### src/rtl/mem_stage_pkg.sv
//------------------------------------------------------------------------------
// mem_stage_pkg
// Bus widths, load-op encodings and packed bus layouts for the memory stage.
// Revision: 1.0
//------------------------------------------------------------------------------
`default_nettype none

package mem_stage_pkg;

    localparam int EM_BUS_WID     = 294;
    localparam int MW_BUS_WID     = 262;
    localparam int MD_FOR_BUS_WID = 118;

    // Load encodings, shared with decode and execute; bit0 marks a load,
    // bit2 selects zero-extension.
    localparam logic [3:0] LD_NONE = 4'b0000;
    localparam logic [3:0] LD_B    = 4'b0001;
    localparam logic [3:0] LD_BU   = 4'b0101;
    localparam logic [3:0] LD_H    = 4'b0011;
    localparam logic [3:0] LD_HU   = 4'b0111;
    localparam logic [3:0] LD_W    = 4'b1111;

    // Bit of the pass-through PB field that flags a store instruction.
    localparam int PB_STORE_BIT = 0;

    typedef struct packed {
        logic [31:0] rdata;
        logic [66:0] pb;
        logic [31:0] pc;
        logic [31:0] rf_wdata;
        logic        gr_we;
        logic [4:0]  dest;
        logic [3:0]  res_from_mem;
        logic [31:0] badvaddr;
        logic        ex;
        logic [7:0]  ecode;
        logic        esubcode;
        logic [13:0] csr_addr;
        logic        csr_we;
        logic [31:0] csr_wmask;
        logic [31:0] csr_wdata;
    } em_bus_t;

    // The top spare bits keep the published bus widths; they are always zero.
    typedef struct packed {
        logic [3:0]  rsvd;
        logic [66:0] pb;
        logic [31:0] pc;
        logic [31:0] final_wdata;
        logic        gr_we;
        logic [4:0]  dest;
        logic [31:0] badvaddr;
        logic        ex;
        logic [7:0]  ecode;
        logic        esubcode;
        logic [13:0] csr_addr;
        logic        csr_we;
        logic [31:0] csr_wmask;
        logic [31:0] csr_wdata;
    } mw_bus_t;

    typedef struct packed {
        logic        rsvd;
        logic        is_load;
        logic [4:0]  dest;
        logic [31:0] final_wdata;
        logic        csr_we;
        logic [13:0] csr_addr;
        logic [31:0] csr_wmask;
        logic [31:0] csr_wdata;
    } md_bus_t;

endpackage

`default_nettype wire

### src/rtl/mem_stage_load_align.sv
//------------------------------------------------------------------------------
// mem_stage_load_align
// Picks the addressed byte/half of the load word and sign/zero-extends it.
// Revision: 1.0
//------------------------------------------------------------------------------
`default_nettype none

module mem_stage_load_align
    import mem_stage_pkg::*;
(
    input  logic [31:0] i_rdata,
    input  logic [1:0]  i_addr,
    input  logic [3:0]  i_res_from_mem,
    output logic [31:0] o_data
);

    logic [7:0]  w_byte;
    logic [15:0] w_half;
    logic        w_zext;

    always_comb begin
        w_byte = i_rdata[7:0];
        case (i_addr)
            2'b00: w_byte = i_rdata[7:0];
            2'b01: w_byte = i_rdata[15:8];
            2'b10: w_byte = i_rdata[23:16];
            2'b11: w_byte = i_rdata[31:24];
            default: w_byte = i_rdata[7:0];
        endcase
    end

    assign w_half = i_addr[1] ? i_rdata[31:16] : i_rdata[15:0];
    assign w_zext = i_res_from_mem[2];

    // Unknown nonzero codes produce zero rather than a partial load.
    always_comb begin
        o_data = 32'h0;
        case (i_res_from_mem)
            LD_B, LD_BU: o_data = w_zext ? {24'h0, w_byte} : {{24{w_byte[7]}}, w_byte};
            LD_H, LD_HU: o_data = w_zext ? {16'h0, w_half} : {{16{w_half[15]}}, w_half};
            LD_W:        o_data = i_rdata;
            default:     o_data = 32'h0;
        endcase
    end

endmodule

`default_nettype wire

### src/rtl/mem_stage.sv
//------------------------------------------------------------------------------
// mem_stage
// Memory-access pipeline stage: holds the EM payload, aligns load data and
// drives the writeback and decode-forwarding buses. Optional MEM_STAT_EN adds
// load/store/exception retire counters.
// Revision: 1.0
//------------------------------------------------------------------------------
`default_nettype none

module mem_stage
    import mem_stage_pkg::*;
(
    input  logic                      clk,
    input  logic                      rst,
    input  logic                      W_allowin,
    output logic                      M_allowin,
    input  logic                      EM_valid,
    input  logic [EM_BUS_WID-1:0]     EM_BUS,
    output logic                      MW_valid,
    output logic [MW_BUS_WID-1:0]     MW_BUS,
    output logic [MD_FOR_BUS_WID-1:0] MD_for_BUS,
    input  logic                      ex_en,
    output logic                      ex_M
`ifdef MEM_STAT_EN
    ,
    output logic [31:0]               stat_ld_cnt,
    output logic [31:0]               stat_st_cnt,
    output logic [31:0]               stat_ex_cnt
`endif
);

    logic        r_m_valid;
    em_bus_t     r_em_bus;
    logic [31:0] w_load_data;
    logic [31:0] w_final_wdata;
    logic        w_no_ex;
    mw_bus_t     w_mw;
    md_bus_t     w_md;

    // The stage always completes in one cycle, so only writeback can stall it.
    assign M_allowin = !r_m_valid || W_allowin;
    assign MW_valid  = r_m_valid;
    assign ex_M      = r_m_valid && r_em_bus.ex;

    always_ff @(posedge clk) begin
        if (rst) begin
            r_m_valid <= 1'b0;
            r_em_bus  <= '0;
        end else if (ex_en) begin
            r_m_valid <= 1'b0;
            r_em_bus  <= '0;
        end else if (M_allowin) begin
            r_m_valid <= EM_valid;
            if (EM_valid) begin
                r_em_bus <= em_bus_t'(EM_BUS);
            end
        end
    end

    mem_stage_load_align u_load_align (
        .i_rdata        (r_em_bus.rdata),
        .i_addr         (r_em_bus.rf_wdata[1:0]),
        .i_res_from_mem (r_em_bus.res_from_mem),
        .o_data         (w_load_data)
    );

    assign w_final_wdata = (r_em_bus.res_from_mem == LD_NONE) ? r_em_bus.rf_wdata : w_load_data;
    assign w_no_ex       = !r_em_bus.ex;

    always_comb begin
        w_mw             = '0;
        w_mw.pb          = r_em_bus.pb;
        w_mw.pc          = r_em_bus.pc;
        w_mw.final_wdata = w_final_wdata;
        w_mw.gr_we       = r_em_bus.gr_we && w_no_ex;
        w_mw.dest        = r_em_bus.dest;
        w_mw.badvaddr    = r_em_bus.badvaddr;
        w_mw.ex          = r_em_bus.ex;
        w_mw.ecode       = r_em_bus.ecode;
        w_mw.esubcode    = r_em_bus.esubcode;
        w_mw.csr_addr    = r_em_bus.csr_addr;
        w_mw.csr_we      = r_em_bus.csr_we && w_no_ex;
        w_mw.csr_wmask   = r_em_bus.csr_wmask;
        w_mw.csr_wdata   = r_em_bus.csr_wdata;
    end

    // Decode sees a register/CSR write only from a live, non-excepting instruction.
    always_comb begin
        w_md             = '0;
        w_md.is_load     = (|r_em_bus.res_from_mem) && r_m_valid;
        w_md.dest        = r_em_bus.dest & {5{r_m_valid && r_em_bus.gr_we && w_no_ex}};
        w_md.final_wdata = w_final_wdata;
        w_md.csr_we      = r_em_bus.csr_we && r_m_valid && w_no_ex;
        w_md.csr_addr    = r_em_bus.csr_addr;
        w_md.csr_wmask   = r_em_bus.csr_wmask;
        w_md.csr_wdata   = r_em_bus.csr_wdata;
    end

    assign MW_BUS     = w_mw;
    assign MD_for_BUS = w_md;

`ifdef MEM_STAT_EN
    logic        w_leave;
    logic [31:0] r_stat_ld;
    logic [31:0] r_stat_st;
    logic [31:0] r_stat_ex;

    assign w_leave = r_m_valid && W_allowin && !ex_en;

    always_ff @(posedge clk) begin
        if (rst) begin
            r_stat_ld <= 32'h0;
            r_stat_st <= 32'h0;
            r_stat_ex <= 32'h0;
        end else if (w_leave) begin
            if (w_md.is_load)                r_stat_ld <= r_stat_ld + 32'h1;
            if (r_em_bus.pb[PB_STORE_BIT])   r_stat_st <= r_stat_st + 32'h1;
            if (r_em_bus.ex)                 r_stat_ex <= r_stat_ex + 32'h1;
        end
    end

    assign stat_ld_cnt = r_stat_ld;
    assign stat_st_cnt = r_stat_st;
    assign stat_ex_cnt = r_stat_ex;
`endif

endmodule

`default_nettype wire

### config.mk
export PLATFORM = sky130hd
export DESIGN_NAME = mem_stage
export DESIGN_NICKNAME = d
export VERILOG_FILES = /design/src/rtl/mem_stage_pkg.sv /design/src/rtl/mem_stage_load_align.sv /design/src/rtl/mem_stage.sv
export SDC_FILE = /design/constraint.sdc
export NUM_CORES = 1
export LEC_CHECK = 0
export BUFFER_PORTS_ARGS = -buffer_cell sky130_fd_sc_hd__buf_2
export CORE_AREA = 2 2 265 267
export CTS_BUF_LIST = sky130_fd_sc_hd__clkbuf_8 sky130_fd_sc_hd__clkbuf_16
export CTS_CLUSTER_DIAMETER = 100
export CTS_CLUSTER_SIZE = 10
export DETAILED_ROUTE_END_ITERATION = 12
export DIE_AREA = 0 0 267 269
export HOLD_SLACK_MARGIN = 0.02
export SLEW_MARGIN = 40
export SYNTH_ARGS = -nofsm -noshare
export SYNTH_HDL_FRONTEND = slang
export SYNTH_SLANG_ARGS = --single-unit
### constraint.sdc
create_clock -name clk -period 2.14 [get_ports clk]
set_input_delay 0.428 -clock clk [delete_from_list [all_inputs] [get_ports clk]]
set_output_delay 0.428 -clock clk [all_outputs]
set_load 0.03 [all_outputs]
## Yosys cells after proc, flatten, opt, wreduce, memory -nomap -nowiden

Index checks and enable logic that the tools add are counted.

- Register bits after elaboration: 295
- Bits of input ports: 299

- Eq/ne operators: 8
- Mux-type cells: 6
- Bitwise gates (word level): 1
- Reductions and logical operators: 18

Operator list:

| cell | number |
|---|---|
| $mux 32 | 3 |
| $pmux 32 s3 | 1 |
| $pmux 8 s4 | 1 |
| $mux 16 | 1 |
| $eq 4x3->1 const B | 2 |
| $logic_and 1x1->1 | 8 |
| $reduce_or 2->1 | 3 |
| $and 5x5->5 | 1 |
| $eq 2x2->1 const B | 2 |
| $eq 4x1->1 const B | 1 |
| $eq 4x2->1 const B | 1 |
| $eq 4x4->1 const B | 1 |
| $logic_not 4->1 | 1 |
| $reduce_or 4->1 | 1 |
| $eq 2x1->1 const B | 1 |
| $logic_not 1->1 | 2 |
| $logic_not 2->1 | 1 |
| $reduce_and 2->1 | 1 |
| $logic_or 1x1->1 | 1 |

## Longest topological paths before layout

Gate-level depths: netlist of the first run.

- Word-level depth: 5
- Gate-level depth with buffers: 7

## By module

From an unflattened synthesis of the first run, not the netlist that was laid out.

- Cells, all modules: 1,826
- Area total of the unflattened synthesis: 15,607.5 sq um

Modules (own cells, without submodules):

| module | instances | cells each | area an instance (sq um) | seq. area each (sq um) |
|---|---|---|---|---|
| mem_stage | 1 | 1,731 | 14,929.3 | 5,905.7 |
| mem_stage_load_align | 1 | 95 | 678.2 | 0.0 |

## Worst setup path before layout of the first run

No wires, ideal clock.

- Path type: register to output
- From: reg r_em_bus[132] (netlist bit)
- To: out MW_BUS[150]
- Arrival time: 1.837 ns
- Data required time: 1.712 ns
- Setup slack: -0.125 ns
- Stages on the path, launching flop included: 8
- Path buffers: 3
- Cell sequence: dfxtp_1 -> buf_6 -> mux2_4 -> nor2_2 -> a2111oi_4 -> buf_6 -> a221o_1 -> buf_4

- Word-level cells in the longest chain between the ends: 5

RTL lines:

| element | line | source |
|---|---|---|
| start: declaration | mem_stage.sv:33 | `em_bus_t r_em_bus;` |
| start signal: assignment | mem_stage.sv:55 | `r_em_bus <= em_bus_t'(EM_BUS);` |
| $eq 2x2->1, or another cell as far along | mem_stage_load_align.sv:23 | `case (i_addr)` |
| $pmux 8 s4 | mem_stage_load_align.sv:23 |  |
| $mux 32 | mem_stage_load_align.sv:39 | `LD_B, LD_BU: o_data = w_zext ? {24'h0, w_byte} : {{24{w_byte[7]}}, w_byte};` |
| $pmux 32 s3 * | mem_stage_load_align.sv:38 | `case (i_res_from_mem)` |
| $mux 32 * | mem_stage.sv:67 | `assign w_final_wdata = (r_em_bus.res_from_mem == LD_NONE) ? r_em_bus.rf_wdata : w_load_data;` |
| end: declaration | mem_stage.sv:20 | `output logic [MW_BUS_WID-1:0] MW_BUS,` |

Mark *: on every way between the ends. The rest lies on a longest branch, timed or not.

## Final worst setup path of the first run

- From: reg r_em_bus[132] (netlist bit)
- To: out MD_for_BUS[81]

- Word-level cells in the longest chain between the ends: 5

RTL lines:

| element | line | source |
|---|---|---|
| $eq 2x2->1, or another cell as far along | mem_stage_load_align.sv:23 |  |
| $pmux 8 s4 | mem_stage_load_align.sv:23 |  |
| $mux 32 | mem_stage_load_align.sv:39 |  |
| $pmux 32 s3 * | mem_stage_load_align.sv:38 |  |
| $mux 32 * | mem_stage.sv:67 |  |
| end: declaration | mem_stage.sv:21 | `output logic [MD_FOR_BUS_WID-1:0] MD_for_BUS,` |

Marks and branches as above.

==> results_dict.tcl, run 1 <==
set metrics [dict create \
    drtPass1Iterations 6 \
    first_iter_violations 686 \
    ys_seq_area_share_pct 43.8 \
    synth_edf_count 0 \
    max_freq_mhz 356 \
    layout_commonest_cell "buf_2" \
    ys_types 32 \
    grt_util_met2_pct 21.1 \
    wl_um 50400 \
    htreeDepth 2 \
    drive_above_1_share_pct 41.4 \
    detail-route-antenna-nets 0 \
    slowest_stage "a222oi_1" \
    cts_tree "built" \
    ys_top_cells_by_area "dfxtp_1 (44%), buf_4 (19%), nand2_1 (16%), a21oi_1 (11%), clkbuf_1 (2.5%)" \
    skew_ns 0.0238 \
    die_w_um 267 \
    worstSetupPathType "reg -> out" \
    status "finished, violations left" \
    report.final.slew_viol_count 0 \
    layout_common_cells "buf_2 (613), nand2_1 (588), a21oi_1 (296), dfxtp_1 (291), buf_4 (74)" \
    synthFlopType "dfxtp_1" \
    grt_pass1_vias 11300 \
    clk_pin_slew_ns 0.06 \
    path_delay_family "buffers and inverters" \
    whs_path_depth 3 \
    min_path_type "in -> reg" \
    crit_required_ns 1.71 \
    worst_slack_ns -0.668 \
    grt.busiest_layer "met2" \
    vdd_ir_drop_max_uv 424 \
    num_vias 12200 \
    synth_seq_cells 295 \
    ys_warn_count 0 \
    r2r_cells 6 \
    clock_latency_ns 0.56 \
    io_buffers 676 \
    grt.total_usage_pct 12.9 \
    place_congestion 0.822 \
    final_nets 2402 \
    ff2ff_setup_slack_ns 0.27 \
    grt_max_degree 104 \
    p_leak_uw 0.00817 \
    end_kind "output port" \
    multi_input_area_mm2 0.00477 \
    crit_top_cell "buf_6" \
    power_uw 13100 \
    cts-root-buf "clkbuf_16" \
    dp_hpwl_um 39000 \
    start_util_pct 19.5 \
    cts.sinks 295 \
    io_pins 682 \
    grt_pass1_wl_um 69600 \
    antenna_found_initial 22 \
    crit_cells 7 \
    regArea_mm2 0.00592 \
    postSynthAreaPerCell_um2 7.76 \
    die_area_mm2 0.0718 \
    rsz0062_at_grt "true" \
    grtUsageMet1_pct 15.3 \
    path_buf_inv 4 \
    avgRoutedWirePerCell_um 16.5 \
    core_mm2 0.0693 \
    setup_viol 64 \
    final-hold-violation-count 0 \
    hold_buffers 0 \
    die_y_um 269 \
    grtUsageMet3_pct 3.08 \
    num_rows 97 \
    timing.critical_path.cells "buf_6 -> buf_8 -> mux2i_2 -> mux2i_1 -> a222oi_1 -> inv_1 -> buf_6" \
    period_minus_slack_ns 2.81 \
    syn_inst 1738 \
    place_ws_ns -0.155 \
    max-cap-violations 0 \
    tightestPinTransition_ns 0.551 \
    violations "negative setup slack" \
    cp-start-kind "register" \
    synthArstFlopShare_pct 0 \
    clockBufferDepth 3 \
    critPathMaxStageDelay_ns 0.44 \
    power_density_mw_per_mm2 745 \
    numCtsBuffers 35 \
    area_growth_pct 30.7 \
    netlist_area_mm2 0.0135 \
    synth_top_area_cell "dfxtp_1" \
    drc 0 \
    overflow 0 \
    fin_crit_sh_pct 131 \
    slew_headroom_pct 63.3 \
    via_per_inst 4.00 \
    crit_fanout 6 \
    critPathArrivalTime_ns 2.38 \
    n_fill_cell 7651 \
    yosys.area.top_type_share_pct 43.8 \
]
[Yosys cell counts, types with 2 or more instances]
| cell type | n |
|---|---|
| a21oi_1 | 297 |
| a221o_1 | 17 |
| a222oi_1 | 7 |
| a22oi_1 | 8 |
| and2_1 | 9 |
| and3_1 | 5 |
| buf_1 | 9 |
| buf_2 | 9 |
| buf_4 | 340 |
| buf_6 | 2 |
| clkbuf_1 | 90 |
| dfxtp_1 | 295 |
| inv_1 | 8 |
| mux2_1 | 2 |
| mux2i_1 | 20 |
| nand2_1 | 589 |
| nand2b_1 | 2 |
| nor2b_1 | 7 |
| o21ai_1 | 9 |
[layer usage]
layer | part of all wire (%) | vias to the layer above
li1 | - | 5979
met5 | 0.067 | -
met2 | 47 | 546
met4 | 5.2 | 6
met3 | 7.1 | 125
met1 | 41 | 5563
[worst paths after layout]
kind	to	start
min reg2reg	MW_BUS[117]$_SDFFE_PP0P_	MW_BUS[117]$_SDFFE_PP0P_
max reg2reg	r_em_bus[292]$_SDFFE_PP0P_	MW_valid$_SDFFE_PP0N_
min	MW_BUS[172]$_SDFFE_PP0P_	EM_BUS[176]
max	MD_for_BUS[81]	r_em_bus[132]$_SDFFE_PP0P_
[area by class of cell]
cell class | count | area share, %
repair buffers | 774 | 27.1
flip-flops and latches | 295 | 33.6
clock buffers | 36 | 5.05
inverters | 8 | 0.170
diodes | 6 | 0.0852
well taps | 940 | 6.67
clock inverters | 4 | 0.327
multi-input cells | 989 | 27.1
[per-stage QoR]
stage | instance area (µm²) | TNS (ns) | util (%) | cells | hold WS (ns)
final | 17600 | -32.88 | 25.4 | 3052 | 0.0988
after global placement | 16000 | -2.88 | 23.1 | 2999 | 0.439
after CTS | 17500 | -36.37 | 25.3 | 3045 | 0.0524
after floorplan | 13600 | -0.717 | - | 1742 | 0.432
after detailed placement | 16000 | -4.11 | 23.1 | 2999 | 0.443
after global routing | 17600 | -37.96 | 25.4 | 3051 | 0.0800
[where the power goes]
part,total (µW),switching (µW),internal (µW)
Clock,5340,2370,2960
Sequential,5800,126,5670
Combinational,2000,1270,732
Total,13100,3770,9370
[worst min-delay path: stages]
cell and delay [ns]:
buf_2 0.09, nand2_1 0.04, a21oi_1 0.05
[sequential cells by signal, indices dropped and copies added (netlist names)]
| register | cells |
|---|---|
| MW_BUS | 146 |
| MW_valid | 1 |
| MD_for_BUS | 78 |
| r_em_bus | 70 |
[repair_timing]
| item | 4_1_cts | 5_1_grt |
|---|---|---|
| hold endpoints to repair | 0 | 0 |
| pin swaps | 11 | 8 |
| gates resized for setup | 151 | 22 |
| setup buffers | 37 | 4 |
| endpoints found under the setup margin | 66 | 66 |
[kinds of logic (layout without fill, tap and decap cells)]
group / Yosys count / in the layout / share of synthesized area [%]
simple gates: 619 / 619 / 17.9
other cells: 1 / 11 / 0.0278
mux: 25 / 25 / 2.01
buf+inv: 458 / 822 / 22.4
compound gates: 340 / 340 / 13.9
flops: 295 / 295 / 43.8
Note: power is estimated with default switching activity, not from simulation.
==> run 2, diff against run 1 <==
Settings changed: GPL_TIMING_DRIVEN from default to 0, SKIP_LAST_GASP from default to 1, TNS_END_PERCENT from default to 50.
==> results_dict.tcl, run 2 (synthesis results as in run 1) <==
set metrics [dict create \
    grt_pass1_vias 12400 \
    largest_register_ffs 146 \
    grt_pass1_wl_um 80500 \
    violations "negative setup slack" \
    max_freq_mhz 344 \
    cts.sinks 295 \
    ff2ff_setup_slack_ns 0.02 \
    crit_top_cell "buf_4" \
    period_minus_slack_ns 2.91 \
    area_growth_pct 46.4 \
    vdd_ir_drop_max_uv 475 \
    drc 0 \
    cts_tree "built" \
    die_w_um 267 \
    grt.total_usage_pct 15.4 \
    critPathArrivalTime_ns 2.48 \
    io_pins 682 \
    regArea_mm2 0.00592 \
    max-cap-violations 0 \
    overflow 0 \
    worstSetupPathType "reg -> out" \
    grt_max_degree 11 \
    die_area_mm2 0.0718 \
    core_mm2 0.0693 \
    drive_above_1_share_pct 46.6 \
    final_nets 2769 \
    fin_util_pct 28.5 \
    clk_pin_slew_ns 0.06 \
    fin_crit_sh_pct 136 \
    first_iter_violations 583 \
    start_util_pct 19.5 \
    min_path_type "in -> reg" \
    via_per_inst 3.91 \
    power_uw 13400 \
    num_rows 97 \
    detail-route-antenna-nets 0 \
    num_vias 13400 \
    skew_ns 0.0242 \
    tightestPinTransition_ns 0.646 \
    crit_required_ns 1.71 \
    avgRoutedWirePerCell_um 17.2 \
    setup_viol 70 \
    layout_common_cells "buf_2 (639), nand2_1 (589), buf_4 (345), a21oi_1 (297), dfxtp_1 (286)" \
    final-hold-violation-count 0 \
    met1_length_um 23700 \
    critPathMaxStageDelay_ns 0.55 \
    io_buffers 676 \
    worst_slack_ns -0.767 \
    multi_input_area_mm2 0.00473 \
    numCtsBuffers 35 \
    cts-root-buf "clkbuf_16" \
    hold_buffers 0 \
    end_kind "output port" \
    slowest_stage "a2111oi_4" \
    timing.critical_path.cells "buf_6 -> mux2i_2 -> a2111oi_4 -> buf_4 -> a221o_1 -> buf_4 -> buf_4" \
    htreeDepth 2 \
    report.final.slew_viol_count 0 \
    dr_wl_met3_um 4420 \
    clockBufferDepth 3 \
    p_leak_uw 0.00974 \
    dr_wl_met2_um 29300 \
    place_congestion 0.828 \
    power_density_mw_per_mm2 678 \
    routed.top_layer "met5" \
    hold-worst-slack_ns 0.111 \
    rsz0062_at_grt "true" \
    crit_fanout 7 \
    wl_um 58900 \
    drtPass1Iterations 7 \
    clock_latency_ns 0.55 \
    slew_headroom_pct 56.9 \
    dp_hpwl_um 47200 \
    layout_commonest_cell "buf_2" \
    cp-start-kind "register" \
    n_fill_cell 7584 \
    die_y_um 269 \
    antenna_found_initial 23 \
    status "finished, violations left" \
]
==> run 2: cell types whose count changed in the layout (fill, tap and decap cells not counted), sizes merged <==
cell      change
clkinv        -2
buf         +277
diode         +4
clkinvlp      +1
clkbuf       +90
==> run 2: final timing paths <==
kind,from,end,cells after the start
setup / recovery,r_em_bus[132]$_SDFFE_PP0P_,MW_BUS[143],7
hold / removal,EM_BUS[125],MW_BUS[121]$_SDFFE_PP0P_,3
setup reg to reg,MW_valid$_SDFFE_PP0N_,r_em_bus[123]$_SDFFE_PP0P_,6
hold reg to reg,MW_BUS[182]$_SDFFE_PP0P_,MW_BUS[182]$_SDFFE_PP0P_,2
==> run 2: layout make-up <==
| class | count | area share, % |
|---|---|---|
| clock buffers | 36 | 4.56 |
| diodes | 10 | 0.127 |
| multi-input cells | 989 | 24.0 |
| well taps | 940 | 5.96 |
| inverters | 8 | 0.152 |
| clock inverters | 3 | 0.165 |
| flip-flops and latches | 295 | 30.0 |
| plain buffers | 449 | 16.0 |
| repair buffers | 692 | 19.1 |
==> run 2: layer usage <==
metal,track usage [%],up-vias
met1,17.8,6050
li1,-,6729
met5,0,-
met3,4.59,83
met2,27.3,485
met4,5.00,18
==> run 2: worst max-delay path, delay by kind of cell (launching register included) <==
kind                   cells  cell delay (ns)
AO/OA/AOI/OAI              2             0.75
multiplexers               1             0.18
buffers and inverters      4             0.67
flip-flops                 1             0.31
==> run 2: timing repair <==
item	CTS	global route
setup endpoints to repair	330	187
setup buffers	19	8
gates resized for setup	154	20
pin swaps	18	5
gates cloned	1	0
==> run 2: stage by stage <==
step	std cells	setup TNS [ns]	setup slack [ns]	area, µm²
final	3422	-38.85	-0.767	19700
after global routing	3418	-51.37	-0.865	19700
after CTS	3412	-41.91	-0.771	19700
after detailed placement	3359	-76.79	-0.662	18100
after global placement	3358	-240.85	-1.18	18100
after floorplan	1742	-1.08	-0.123	13500
==> run 2: power breakdown <==
group,switching [µW],internal [µW]
clock network,2360,2980
logic,1350,871
registers,147,5670
total,3860,9520
